--- src/rtl/epu_buff_rotator.sv ---
// Buffer-role rotator: maps EPU-in/EPU-out/DMA clients onto NUM_BUF SRAMs
// and advances the mapping with a drained request/ack swap handshake.
module epu_buff_rotator #(
  parameter int NUM_BUF = 3,
  parameter int ADDR_W  = 16,
  parameter int DATA_W  = 32,
  parameter int WEB_W   = 4
) (
  input  logic                         clk,
  input  logic                         rst,
  input  logic                         epu_in_cs_i,
  input  logic                         epu_in_oe_i,
  input  logic [ADDR_W-1:0]            epu_in_addr_i,
  input  logic [WEB_W-1:0]             epu_in_W_req_i,
  input  logic [DATA_W-1:0]            epu_in_W_data_i,
  output logic [DATA_W-1:0]            epu_in_R_data_o,
  input  logic                         epu_out_cs_i,
  input  logic                         epu_out_oe_i,
  input  logic [ADDR_W-1:0]            epu_out_addr_i,
  input  logic [WEB_W-1:0]             epu_out_W_req_i,
  input  logic [DATA_W-1:0]            epu_out_W_data_i,
  output logic [DATA_W-1:0]            epu_out_R_data_o,
  input  logic                         dma_cs_i,
  input  logic                         dma_oe_i,
  input  logic [ADDR_W-1:0]            dma_addr_i,
  input  logic [WEB_W-1:0]             dma_W_req_i,
  input  logic [DATA_W-1:0]            dma_W_data_i,
  output logic [DATA_W-1:0]            dma_R_data_o,
  output logic [NUM_BUF-1:0]           buf_cs_o,
  output logic [NUM_BUF-1:0]           buf_oe_o,
  output logic [NUM_BUF*ADDR_W-1:0]    buf_addr_o,
  output logic [NUM_BUF*WEB_W-1:0]     buf_W_req_o,
  output logic [NUM_BUF*DATA_W-1:0]    buf_W_data_o,
  input  logic [NUM_BUF*DATA_W-1:0]    buf_R_data_i,
  input  logic                         swap_req_i,
  output logic                         swap_ack_o,
  output logic                         stall_o,
  input  logic                         base_load_i,
  input  logic [$clog2(NUM_BUF)-1:0]   base_val_i,
  output logic [$clog2(NUM_BUF)-1:0]   base_o,
  output logic [15:0]                  swap_cnt_o
);

  localparam int BW = $clog2(NUM_BUF);
  localparam bit HAS_DMA = (NUM_BUF >= 3);

  typedef enum logic [1:0] {RUN, DRAIN, SWAP} state_t;

  state_t          state_q, state_d;
  logic [BW-1:0]   base_q;
  logic [15:0]     cnt_q;
  logic [BW-1:0]   in_idx, out_idx, dma_idx;
  logic            gate;

  logic            in_vld_q, out_vld_q, dma_vld_q;
  logic [BW-1:0]   in_sel_q, out_sel_q, dma_sel_q;
  logic [DATA_W-1:0] rdat [NUM_BUF];

  // (x + k) mod NUM_BUF for x < NUM_BUF or a raw base_val_i, k <= 2
  function automatic logic [BW-1:0] wrap_add(
    input logic [BW-1:0] x,
    input logic [1:0]    k
  );
    logic [BW:0] s;
    s = (BW+1)'(x) + (BW+1)'(k);
    if (s >= (BW+1)'(NUM_BUF)) s = s - (BW+1)'(NUM_BUF);
    return s[BW-1:0];
  endfunction

  assign stall_o    = (state_q != RUN);
  assign gate       = stall_o | rst;
  assign base_o     = base_q;
  assign swap_cnt_o = cnt_q;

  assign in_idx  = base_q;
  assign out_idx = wrap_add(base_q, 2'd1);
  assign dma_idx = wrap_add(base_q, 2'd2);

  always_ff @(posedge clk or posedge rst) begin
    if (rst) state_q <= RUN;
    else     state_q <= state_d;
  end

  always_comb begin
    state_d    = state_q;
    swap_ack_o = 1'b0;
    unique case (state_q)
      RUN:   if (swap_req_i && !base_load_i) state_d = DRAIN;
      DRAIN: state_d = SWAP;
      SWAP: begin
        state_d    = RUN;
        swap_ack_o = 1'b1;
      end
      default: state_d = RUN;
    endcase
  end

  always_ff @(posedge clk or posedge rst) begin
    if (rst) begin
      base_q <= '0;
      cnt_q  <= '0;
    end else if (state_q == SWAP) begin
      base_q <= wrap_add(base_q, 2'd1);
      cnt_q  <= cnt_q + 16'd1;
    end else if (state_q == RUN && base_load_i) begin
      base_q <= wrap_add(base_val_i, 2'd0);
    end
  end

  always_comb begin
    buf_cs_o     = '0;
    buf_oe_o     = '0;
    buf_addr_o   = '0;
    buf_W_req_o  = '0;
    buf_W_data_o = '0;
    for (int i = 0; i < NUM_BUF; i++) begin
      if (BW'(i) == in_idx) begin
        buf_cs_o[i] = epu_in_cs_i;
        buf_oe_o[i] = epu_in_oe_i;
        buf_addr_o[i*ADDR_W +: ADDR_W]   = epu_in_addr_i;
        buf_W_req_o[i*WEB_W +: WEB_W]    = epu_in_W_req_i;
        buf_W_data_o[i*DATA_W +: DATA_W] = epu_in_W_data_i;
      end else if (BW'(i) == out_idx) begin
        buf_cs_o[i] = epu_out_cs_i;
        buf_oe_o[i] = epu_out_oe_i;
        buf_addr_o[i*ADDR_W +: ADDR_W]   = epu_out_addr_i;
        buf_W_req_o[i*WEB_W +: WEB_W]    = epu_out_W_req_i;
        buf_W_data_o[i*DATA_W +: DATA_W] = epu_out_W_data_i;
      end else if (HAS_DMA && BW'(i) == dma_idx) begin
        buf_cs_o[i] = dma_cs_i;
        buf_oe_o[i] = dma_oe_i;
        buf_addr_o[i*ADDR_W +: ADDR_W]   = dma_addr_i;
        buf_W_req_o[i*WEB_W +: WEB_W]    = dma_W_req_i;
        buf_W_data_o[i*DATA_W +: DATA_W] = dma_W_data_i;
      end
    end
    if (gate) begin
      buf_cs_o    = '0;
      buf_oe_o    = '0;
      buf_W_req_o = '0;
    end
  end

  for (genvar g = 0; g < NUM_BUF; g++) begin : g_rdat
    assign rdat[g] = buf_R_data_i[g*DATA_W +: DATA_W];
  end

  // Select is captured at issue so returns survive a remap
  always_ff @(posedge clk or posedge rst) begin
    if (rst) begin
      in_vld_q  <= 1'b0;
      out_vld_q <= 1'b0;
      dma_vld_q <= 1'b0;
      in_sel_q  <= '0;
      out_sel_q <= '0;
      dma_sel_q <= '0;
    end else begin
      in_vld_q  <= epu_in_cs_i & epu_in_oe_i & ~stall_o;
      out_vld_q <= epu_out_cs_i & epu_out_oe_i & ~stall_o;
      dma_vld_q <= HAS_DMA & dma_cs_i & dma_oe_i & ~stall_o;
      in_sel_q  <= in_idx;
      out_sel_q <= out_idx;
      dma_sel_q <= dma_idx;
    end
  end

  assign epu_in_R_data_o  = in_vld_q  ? rdat[in_sel_q]  : '0;
  assign epu_out_R_data_o = out_vld_q ? rdat[out_sel_q] : '0;
  assign dma_R_data_o     = dma_vld_q ? rdat[dma_sel_q] : '0;

endmodule

--- config.mk ---
export PLATFORM = sky130hd
export DESIGN_NAME = epu_buff_rotator
export DESIGN_NICKNAME = d
export VERILOG_FILES = /design/src/rtl/epu_buff_rotator.sv
export SDC_FILE = /design/constraint.sdc
export NUM_CORES = 1
export LEC_CHECK = 0
export ABC_AREA = 1
export BUFFER_PORTS_ARGS = -buffer_cell sky130_fd_sc_hd__buf_2
export CORE_AREA = 3 3 212 214
export CTS_CLUSTER_DIAMETER = 80
export DETAILED_ROUTE_END_ITERATION = 7
export DIE_AREA = 0 0 215 217
export HOLD_SLACK_MARGIN = 0.03
export MAX_ROUTING_LAYER = met4
export PLACE_DENSITY_LB_ADDON = 0.12
export SLEW_MARGIN = 20
export SYNTH_ARGS = -nofsm -noshare
export SYNTH_HDL_FRONTEND = slang
export SYNTH_SLANG_ARGS = --single-unit
--- constraint.sdc ---
create_clock -name clk -period 2 [get_ports clk]
set_input_delay 0.3 -clock clk [delete_from_list [all_inputs] [get_ports clk]]
set_output_delay 0.3 -clock clk [all_outputs]
set_load 0.02 [all_outputs]
# Word level (Yosys, flattened, before mapping)
# Cells that the tools add are included.
[totals] regBits=29 input_bits=264 out_inout_bits=278 word_cells=118
[classes] addsub=6 n_lt_le_gt_ge=6 n_eq_ne=9 mux=68 bitwise_logic=11 n_reduce_logical=9
[ops] cell="32-bit two-way mux" count=18
[ops] cell="32-bit binary-select mux with 2-bit select" count=3
[ops] cell="16-bit two-way mux" count=9
[ops] cell="4-bit two-way mux" count=9
[ops] cell="1-bit two-way mux" count=19
[ops] cell="16-bit by 1-bit adder with 16-bit output (second input constant)" count=1
[ops] cell="12-bit two-way mux" count=1
[ops] cell="2-bit two-way mux" count=6
[ops] cell="3-bit greater-or-equal comparator (second input constant)" count=3
[ops] cell="2-bit inverter with 3-bit output" count=3
[ops] cell="2-bit zero test" count=4
[ops] cell="1-bit AND" count=6
[ops] cell="1-bit by 2-bit == test with 1-bit output (first input constant)" count=3
[ops] cell="2-bit == test (first input constant)" count=3
[ops] cell="3-bit by 2-bit greater-or-equal comparator with 1-bit output (second input constant)" count=2
[ops] cell="3-bit two-way mux" count=2
[ops] cell="2-bit subtractor (second input constant)" count=3
[ops] cell="2-bit one-hot mux with 2 select lines" count=1
[ops] cell="2-bit nonzero test" count=2
[ops] cell="2-bit by 1-bit adder with 3-bit output (second input constant)" count=1
[ops] cell="2-bit by 2-bit adder with 3-bit output (second input constant)" count=1
[ops] cell="2-bit by 1-bit == test with 1-bit output (second input constant)" count=1
[ops] cell="2-bit == test (second input constant)" count=1
[ops] cell="2-bit greater-or-equal comparator (second input constant)" count=1
[ops] cell="other kinds (5)" count=6

# Depth between registers and ports, before layout
# Gate-level depths: netlist of run 1.
[logic_depth] ltp_word=8 depth_mapped=9 mapped_depth_nobuf=8

# Least setup slack after synthesis of run 1
# Ideal clock, no wire load.
[synth_path] path_type="flip-flop to output port" startpoint="reg base_q[0], in the netlist base_o[0]" endpoint="out buf_W_data_o[1]" t_arrival_ps=1797 t_required_ps=1700 setup_slack_ps=-97 path_stages_with_launch=9 path_buffers=3 cell_sequence="dfrtp_1 > inv_1 > ha_1 > buf_2 > inv_2 > buf_4 > buf_4 > nand3_1 > a21oi_1"
[synth_between] elab_chain_cells=7 elab_cells_between_ends=14 classes_between="add/sub: 4; order compare: 2; mux: 5; reduce/logical: 3"
[synth_lines] item="start, declared" line_no="50" text="logic [BW-1:0] base_q;"
[synth_lines] item="start signal, assigned" line_no="103" text="base_q <= wrap_add(base_q, 2'd1);"
[synth_lines] item="start signal, assigned" line_no="106" text="base_q <= wrap_add(base_val_i, 2'd0);"
[synth_lines] item="2-bit by 2-bit adder with 3-bit output (*)" line_no="65" text="s = (BW+1)'(x) + (BW+1)'(k);"
[synth_lines] item="3-bit by 2-bit greater-or-equal comparator with 1-bit output or 2-bit subtractor (tied branches)" line_no="66" text="if (s >= (BW+1)'(NUM_BUF)) s = s - (BW+1)'(NUM_BUF);"
[synth_lines] item="2-bit two-way mux (*)" line_no="66"
[synth_lines] item="named net dma_idx[0]" line_no="52" text="logic [BW-1:0] in_idx, out_idx, dma_idx;"
[synth_lines] item="2-bit zero test (*)" line_no="129" text="end else if (HAS_DMA && BW'(i) == dma_idx) begin"
[synth_lines] item="32-bit two-way mux (*)" line_no="129"
[synth_lines] item="32-bit two-way mux (*)" line_no="123" text="end else if (BW'(i) == out_idx) begin"
[synth_lines] item="32-bit two-way mux (*)" line_no="117" text="if (BW'(i) == in_idx) begin"
[synth_lines] item="end, declared" line_no="33" text="output logic [NUM_BUF*DATA_W-1:0] buf_W_data_o,"
# Mark *: on every way through the listed nets, which the timed path passes. The rest lies on a longest branch.

# Worst setup path after layout of run 1
[layout_path] startpoint="reg base_q[0], in the netlist base_o[0]" endpoint="out buf_W_req_o[8]"
[layout_between] elab_cells_between_ends=15 classes_between="add/sub: 4; order compare: 2; eq/ne: 3; mux: 6"
[layout_rtl] item="2-bit by 1-bit adder with 3-bit output (*)" line_no="65"
[layout_rtl] item="3-bit by 2-bit greater-or-equal comparator with 1-bit output or 2-bit subtractor (tied branches)" line_no="66"
[layout_rtl] item="2-bit two-way mux (*)" line_no="66"
[layout_rtl] item="named net out_idx[1]" line_no="52"
[layout_rtl] item="2-bit == test (*)" line_no="123"
[layout_rtl] item="4-bit two-way mux (*)" line_no="123"
[layout_rtl] item="4-bit two-way mux (*)" line_no="117"
[layout_rtl] item="12-bit two-way mux (*)" line_no="137" text="if (gate) begin"
[layout_rtl] item="end, declared" line_no="32" text="output logic [NUM_BUF*WEB_W-1:0] buf_W_req_o,"
# Marked as above.

==> reports/results.ini, run 1 <==
[outcome]
status=finished, violations left
violations=negative setup slack

[global_routing]
antenna_found_initial=19
grt_pass1_wl_um=78560
grt_max_degree=50
grt_pass1_vias=11870
grt_usage_pct=22.18
grt.overflow.total=0

[timing]
timing.final.ws_setup_ns=-0.2585
worstMarginPinSlew_ns=0.3853
relSlewSlack_pct=74.32
finalCritPeriodShare_pct=112.9
final_hold_viol_count=0
period_needed_ns=2.258
skew_ns=0.003057
setup_tns_ns=-27.97
slew_violations=0
max_freq_ghz=0.4428
setup_violations=162
rsz0062_at_grt=true

[clocking]
cts_sinks=28
ctsHoldBuffers=0
htree_levels=1
clk_pin_slew_worst_paths_ns=0.07
insertion_delay_ns=0.26
clockRootBuffer=clkbuf_16
cts_tree=yes
cts_buffers=3
cts_buffer_depth=2

[logic_synthesis]
postSynth.asyncResetShare_pct=100.0
synth-edff-count=0
ys_warn_count=0
synth_flop_cell=dfrtp_1
yosysTopAreaCell=a21oi_1
avgSynthCellArea_sq_um=5.503
yosys-top-cells-count=a21oi_1 (294), nand2_1 (206), nand3_1 (152)
ys_types=33
synth_compound_area_share_pct=43.77
synth_top_area_share_pct=21.37
netlist_area_sq_um=6884
synth_cells=1251
synthTopCellsByArea=a21oi_1 (21%), nand2_1 (11%), nand3_1 (11%), dfrtp_1 (10%), a22oi_1 (8.9%)
synth-xor-area-share_pct=1.272
synth_simple_gate_area_share_pct=27.66
ys_seq_area_share_pct=10.18
synth_top_family_by_area=compound AO/OA/AOI/OAI gates
synthAdderAreaFrac_pct=1.091
synthMuxAreaShare_pct=0
synth_most_common_cell=a21oi_1
synth_seq_cells=28
postSynthNetCount=1521

[routing]
routed_wl_um=58530
drt_iter0_markers=1001
wl_per_cell_um=23.97
via_count=12290
viasPerCell=5.032
drt-pass1-iter-count=6
drc=0
ant_nets=0

[job]
maxCapViolations=0

[floorplanning]
fp-row-count=76
ios=542
die_y_um=217
dieWidth_um=215
start_util_pct=15.98
design.core.area_sq_um=43080
dieArea_sq_um=46660

[placement]
io_buffers=541
post_dp_cell_area_sq_um=10850
dpl.cell_count=2349
dpl.hpwl_um=39040
place_congestion=0.8877

[finish]
design_area_sq_um=14620
nFillCells=4782
area_growth_pct=112.4
instances_no_fill=2442
nets=2114
drive_gt1_share_pct=54.37

[critical_path]
worstPathRequired_ns=1.70
critical-path-max-stage-delay_ns=0.43
start_kind=flip-flop
critPathArrivalTime_ns=1.96
path_buf_inv=4
path_delay_family=buffers and inverters
cp_max_fo=19
worstSetupStartpoint=base_o[0]$_DFFE_PP0P_
crit_type=reg2out
cp_slowest_cell=dfrtp_2
crit_path_end_kind=primary output
r2r_slack_ns=0.60
worstPathCellList=buf_6 -> ha_4 -> nor2_4 -> buf_8 -> inv_8 -> o21ai_2 -> o21ai_2 -> nor2_2 -> buf_6
r2r_start=base_o[1]$_DFFE_PP0P_

[power]
power_mw=12.41
p_leak_nw=6.860
power_density_nw_per_um2=848.9
vdd_drop_max_mv=0.4498

[hold_path]
worstHoldPathType=in2async

-- sequential cells by signal, indices dropped and copies added (netlist names) --
| signal | count |
|---|---|
| swap_cnt_o | 16 |
| dma_vld_q | 1 |
| state_q | 2 |
| base_o | 2 |
| in_sel_q | 2 |
| out_sel_q | 2 |
| in_vld_q | 1 |
| out_vld_q | 1 |
| dma_sel_q | 1 |
-- where the power goes --
part	internal, mW	switching, mW	leakage, nW
clock network	0.274	0.197	0.0382
registers	0.640	0.105	0.367
logic	4.88	6.32	6.45
-- worst paths after layout --
path,end,cells past startpoint
max,buf_W_req_o[8],9
min,state_q[0]$_DFFE_PP0P_,3
max reg2reg,base_o[0]$_DFFE_PP0P_,6
min reg2reg,swap_cnt_o[14]$_DFFE_PP0P_,2
max in group asynchronous,out_sel_q[0]$_DFF_PP0_,3
min in group clk,state_q[0]$_DFFE_PP0P_,2
-- cell families (layout without fill, tap and decap cells) --
group / after synthesis / in the layout
other: 0 / 14
flip-flops: 28 / 28
AO/OA/AOI/OAI: 533 / 533
XOR/XNOR: 10 / 10
AND/OR/NAND/NOR: 433 / 433
adder cells (fa/ha/maj): 6 / 6
buffers and inverters: 241 / 833
-- per-stage QoR --
step	setup WS, ns	util [%]	hold slack, ns
CTS	-0.2762	30.17	0.1753
detailed placement	-0.2503	25.18	0.4570
finish	-0.2585	33.94	0.1539
floorplan	-0.03201	-	0.3703
global placement	-0.2220	25.18	0.4522
global route	-0.3291	33.93	0.2179
-- cell type report --
| type | count | area [sq um] | area share (%) |
|---|---|---|---|
| inverter | 120 | 521.8 | 3.569 |
| multi-input combinational | 982 | 6385 | 43.67 |
| antenna | 14 | 35.03 | 0.2396 |
| sequential | 28 | 705.7 | 4.827 |
| clock buffer | 4 | 78.83 | 0.5392 |
| tap | 585 | 732.0 | 5.006 |
| timing repair buffer | 709 | 6162 | 42.15 |
-- layout by cell type, fill, tap and decap left out, types with 5 or more instances in the layout --
| cell | instances |
|---|---|
| buf_2 | 352 |
| a21oi_1 | 217 |
| nand2_1 | 170 |
| buf_4 | 146 |
| buf_6 | 127 |
| nand3_1 | 113 |
| inv_1 | 107 |
| o21ai_0 | 78 |
| a21oi_2 | 73 |
| a22oi_2 | 59 |
| nor2_1 | 42 |
| buf_12 | 38 |
| nand3_2 | 37 |
| o21ai_1 | 34 |
| nand2_2 | 33 |
| o221ai_2 | 25 |
| dfrtp_1 | 24 |
| a22oi_1 | 23 |
| clkbuf_16 | 17 |
| buf_16 | 17 |
| diode_2 | 14 |
| buf_8 | 11 |
| nand2_4 | 8 |
| nor2_2 | 7 |
| xnor2_1 | 6 |
| nor3_1 | 5 |
| o21ai_2 | 5 |
| nor2_4 | 5 |
| o211ai_1 | 5 |
-- metal layers --
layer | up-vias | part of all wire (%) | global-route usage, %
met5 | - | 0 | -
met4 | 0 | 2.6 | 5.442
met3 | 92 | 7.0 | 4.049
met2 | 623 | 51 | 38.88
met1 | 5934 | 40 | 26.39
li1 | 5638 | - | -
-- worst register-to-register path: stages (launching register included) --
cell      delay (ns)
dfrtp_1         0.36
inv_2           0.09
ha_4            0.31
inv_1           0.09
buf_4           0.15
o211ai_1        0.17
o21ai_0         0.11
-- timing repair --
| action | 4_1_cts | 5_1_grt |
|---|---|---|
| resized for setup | 385 | 276 |
| pin swaps | 54 | 80 |
| setup buffers | 23 | 19 |
| gates cloned | 19 | 18 |
| setup endpoints to repair | 199 | 214 |
| endpoints found under the hold margin | 0 | 0 |
No activity file was read; power rests on OpenSTA's default activity.
==> inputs of run 2 (changes only) <==
--- a/config.mk
+++ b/config.mk
@@ -7,10 +7,10 @@
 export LEC_CHECK = 0
 export ABC_AREA = 1
 export BUFFER_PORTS_ARGS = -buffer_cell sky130_fd_sc_hd__buf_2
-export CORE_AREA = 3 3 212 214
+export CORE_AREA = 2 2 211 213
 export CTS_CLUSTER_DIAMETER = 80
 export DETAILED_ROUTE_END_ITERATION = 7
-export DIE_AREA = 0 0 215 217
+export DIE_AREA = 0 0 213 215
 export HOLD_SLACK_MARGIN = 0.03
 export MAX_ROUTING_LAYER = met4
 export PLACE_DENSITY_LB_ADDON = 0.12
==> run 2 against run 1 <==
The run still ends with negative setup slack left. Clock skew about the same. First-iteration DRC count down 6.8%. Hold slack worse by 0.075 ns. Cell area is 8.4% higher. Critical path type unchanged. Largest cell class is now non-clock buffers.
==> reports/results.ini, run 2 (same netlist as run 1, synthesis figures left out) <==
[outcome]
status=finished, violations left
violations=negative setup slack

[critical_path]
crit_end=buf_addr_o[39]
worstReg2RegEnd=dma_sel_q[0]$_DFF_PP0_
r2r_start=base_o[0]$_DFFE_PP0P_
r2r_slack_ns=0.35
cp_slowest_cell=dfrtp_2
crit_path_end_kind=primary output
crit_type=reg2out
start_kind=flip-flop
ff2ff_path_depth=9
cp_max_fo=8
critPathArrivalTime_ns=1.99
path_depth=11
worstSetupStartpoint=base_o[0]$_DFFE_PP0P_
worstPathCellList=inv_4 -> buf_6 -> ha_4 -> clkinv_8 -> nand2_8 -> inv_8 -> buf_12 -> buf_12 -> a22oi_2 -> nand2_1 -> buf_6
worstPathRequired_ns=1.70
path_buf_inv=7
critical-path-max-stage-delay_ns=0.43
path_delay_family=buffers and inverters

[routing]
drc=0
drt_iter0_markers=933
wl_per_cell_um=23.30
routed_wl_um=58060
ant_nets=0
drt-pass1-iter-count=5
via_count=12540
viasPerCell=5.030

[power]
sequentialPowerShare_pct=5.5
switching_share_pct=50.87
vdd_drop_max_mv=0.4605
power.internal_mw=6.678
p_clk_share_pct=4.4
p_leak_nw=7.253
comb_power_share_pct=90.1
power_mw=13.59
switchingPower_mw=6.914
power_density_nw_per_um2=857.3

[timing]
final_hold_viol_count=0
slew_violations=0
skew_ns=0.002733
setup_tns_ns=-30.89
timing.final.ws_setup_ns=-0.2945
period_needed_ns=2.295
relSlewSlack_pct=72.43
setup_violations=162
holdWs_ns=0.07866
worstMarginPinSlew_ns=0.4093
rsz0062_at_grt=true
max_freq_ghz=0.4358
finalCritPeriodShare_pct=114.7

[clocking]
ctsHoldBuffers=0
insertion_delay_ns=0.27
htree_levels=1
cts_tree=yes
clk_pin_slew_worst_paths_ns=0.07
cts_buffers=3
cts_sinks=28
clockRootBuffer=clkbuf_16
cts_buffer_depth=2

[finish]
seq_area_sq_um=705.7
nFillCells=4684
final_cell_mix=buf_2 (339), a21oi_1 (203), buf_6 (172)
area_growth_pct=130.3
drive_gt1_share_pct=57.36
multiInputGateArea_sq_um=6645
final_common_cell=buf_2
largest_register_ffs=16
design_area_sq_um=15850
finalCoreUtilization_pct=36.33
instances_no_fill=2492
nets=2159

[hold_path]
worstHoldPathType=in2async

[placement]
place_congestion=0.9070
dpl.cell_count=2356
pre_cts_slack_ns=-0.08933
io_buffers=541
post_dp_cell_area_sq_um=10970
dpl.hpwl_um=37790

[global_routing]
grt_max_degree=60
grt_usage_pct=23.52
grt_pass1_wl_um=79940
antenna_found_initial=16
grt_pass1_vias=12090
grt.overflow.total=0

[floorplanning]
design.core.area_sq_um=43640
die_y_um=215
dieWidth_um=213
fp-row-count=77
ios=542
dieArea_sq_um=45800
start_util_pct=15.77

[job]
maxCapViolations=0

run 2: final cells by class:
cell class,instances,area share (%)
Inverter,120,3.236
Sequential cell,28,4.451
Tap cell,592,4.672
Antenna cell,12,0.1894
Clock inverter,1,0.1894
Multi-Input combinational cell,982,41.91
Timing Repair Buffer,754,44.87
Clock buffer,3,0.4735
run 2: layer usage:
metal | GRT usage (%) | share of wire, % | vias to the layer above
met4 | 7.156 | 3.0 | 0
met1 | 28.25 | 39 | 6042
met3 | 3.332 | 7.1 | 103
met2 | 40.37 | 51 | 672
met5 | - | 0 | -
li1 | - | - | 5719
run 2: worst register-to-register path: stages, from the launching register on:
cell,delay (ns)
dfrtp_2,0.40
inv_4,0.05
buf_6,0.12
ha_4,0.19
buf_8,0.15
buf_12,0.13
buf_16,0.13
buf_4,0.12
buf_4,0.13
buf_4,0.13
run 2: power groups by stage:
stage	Sequential, mW	Combinational [mW]	Clock [mW]
floorplan	0.766	4.47	0
global placement	0.744	7.79	0
detailed placement	0.744	7.76	0
CTS	0.741	11.0	0.626
global route	0.757	12.9	0.655
finish	0.745	12.2	0.605
run 2: timing repair:
item	CTS	global route
cloned	34	16
gates resized for setup	508	294
setup buffers	46	37
endpoints found under the setup margin	202	236
pin swaps	83	106
run 2: worst min-delay path by stage:
stage,start,end
after detailed placement,rst,in_sel_q[0]$_DFF_PP0_
after global routing,rst,in_sel_q[0]$_DFF_PP0_
after CTS,rst,in_sel_q[0]$_DFF_PP0_
final,rst,in_sel_q[0]$_DFF_PP0_
after floorplan,base_load_i,state_q[0]$_DFFE_PP0P_
after global placement,rst,in_sel_q[0]$_DFF_PP0_
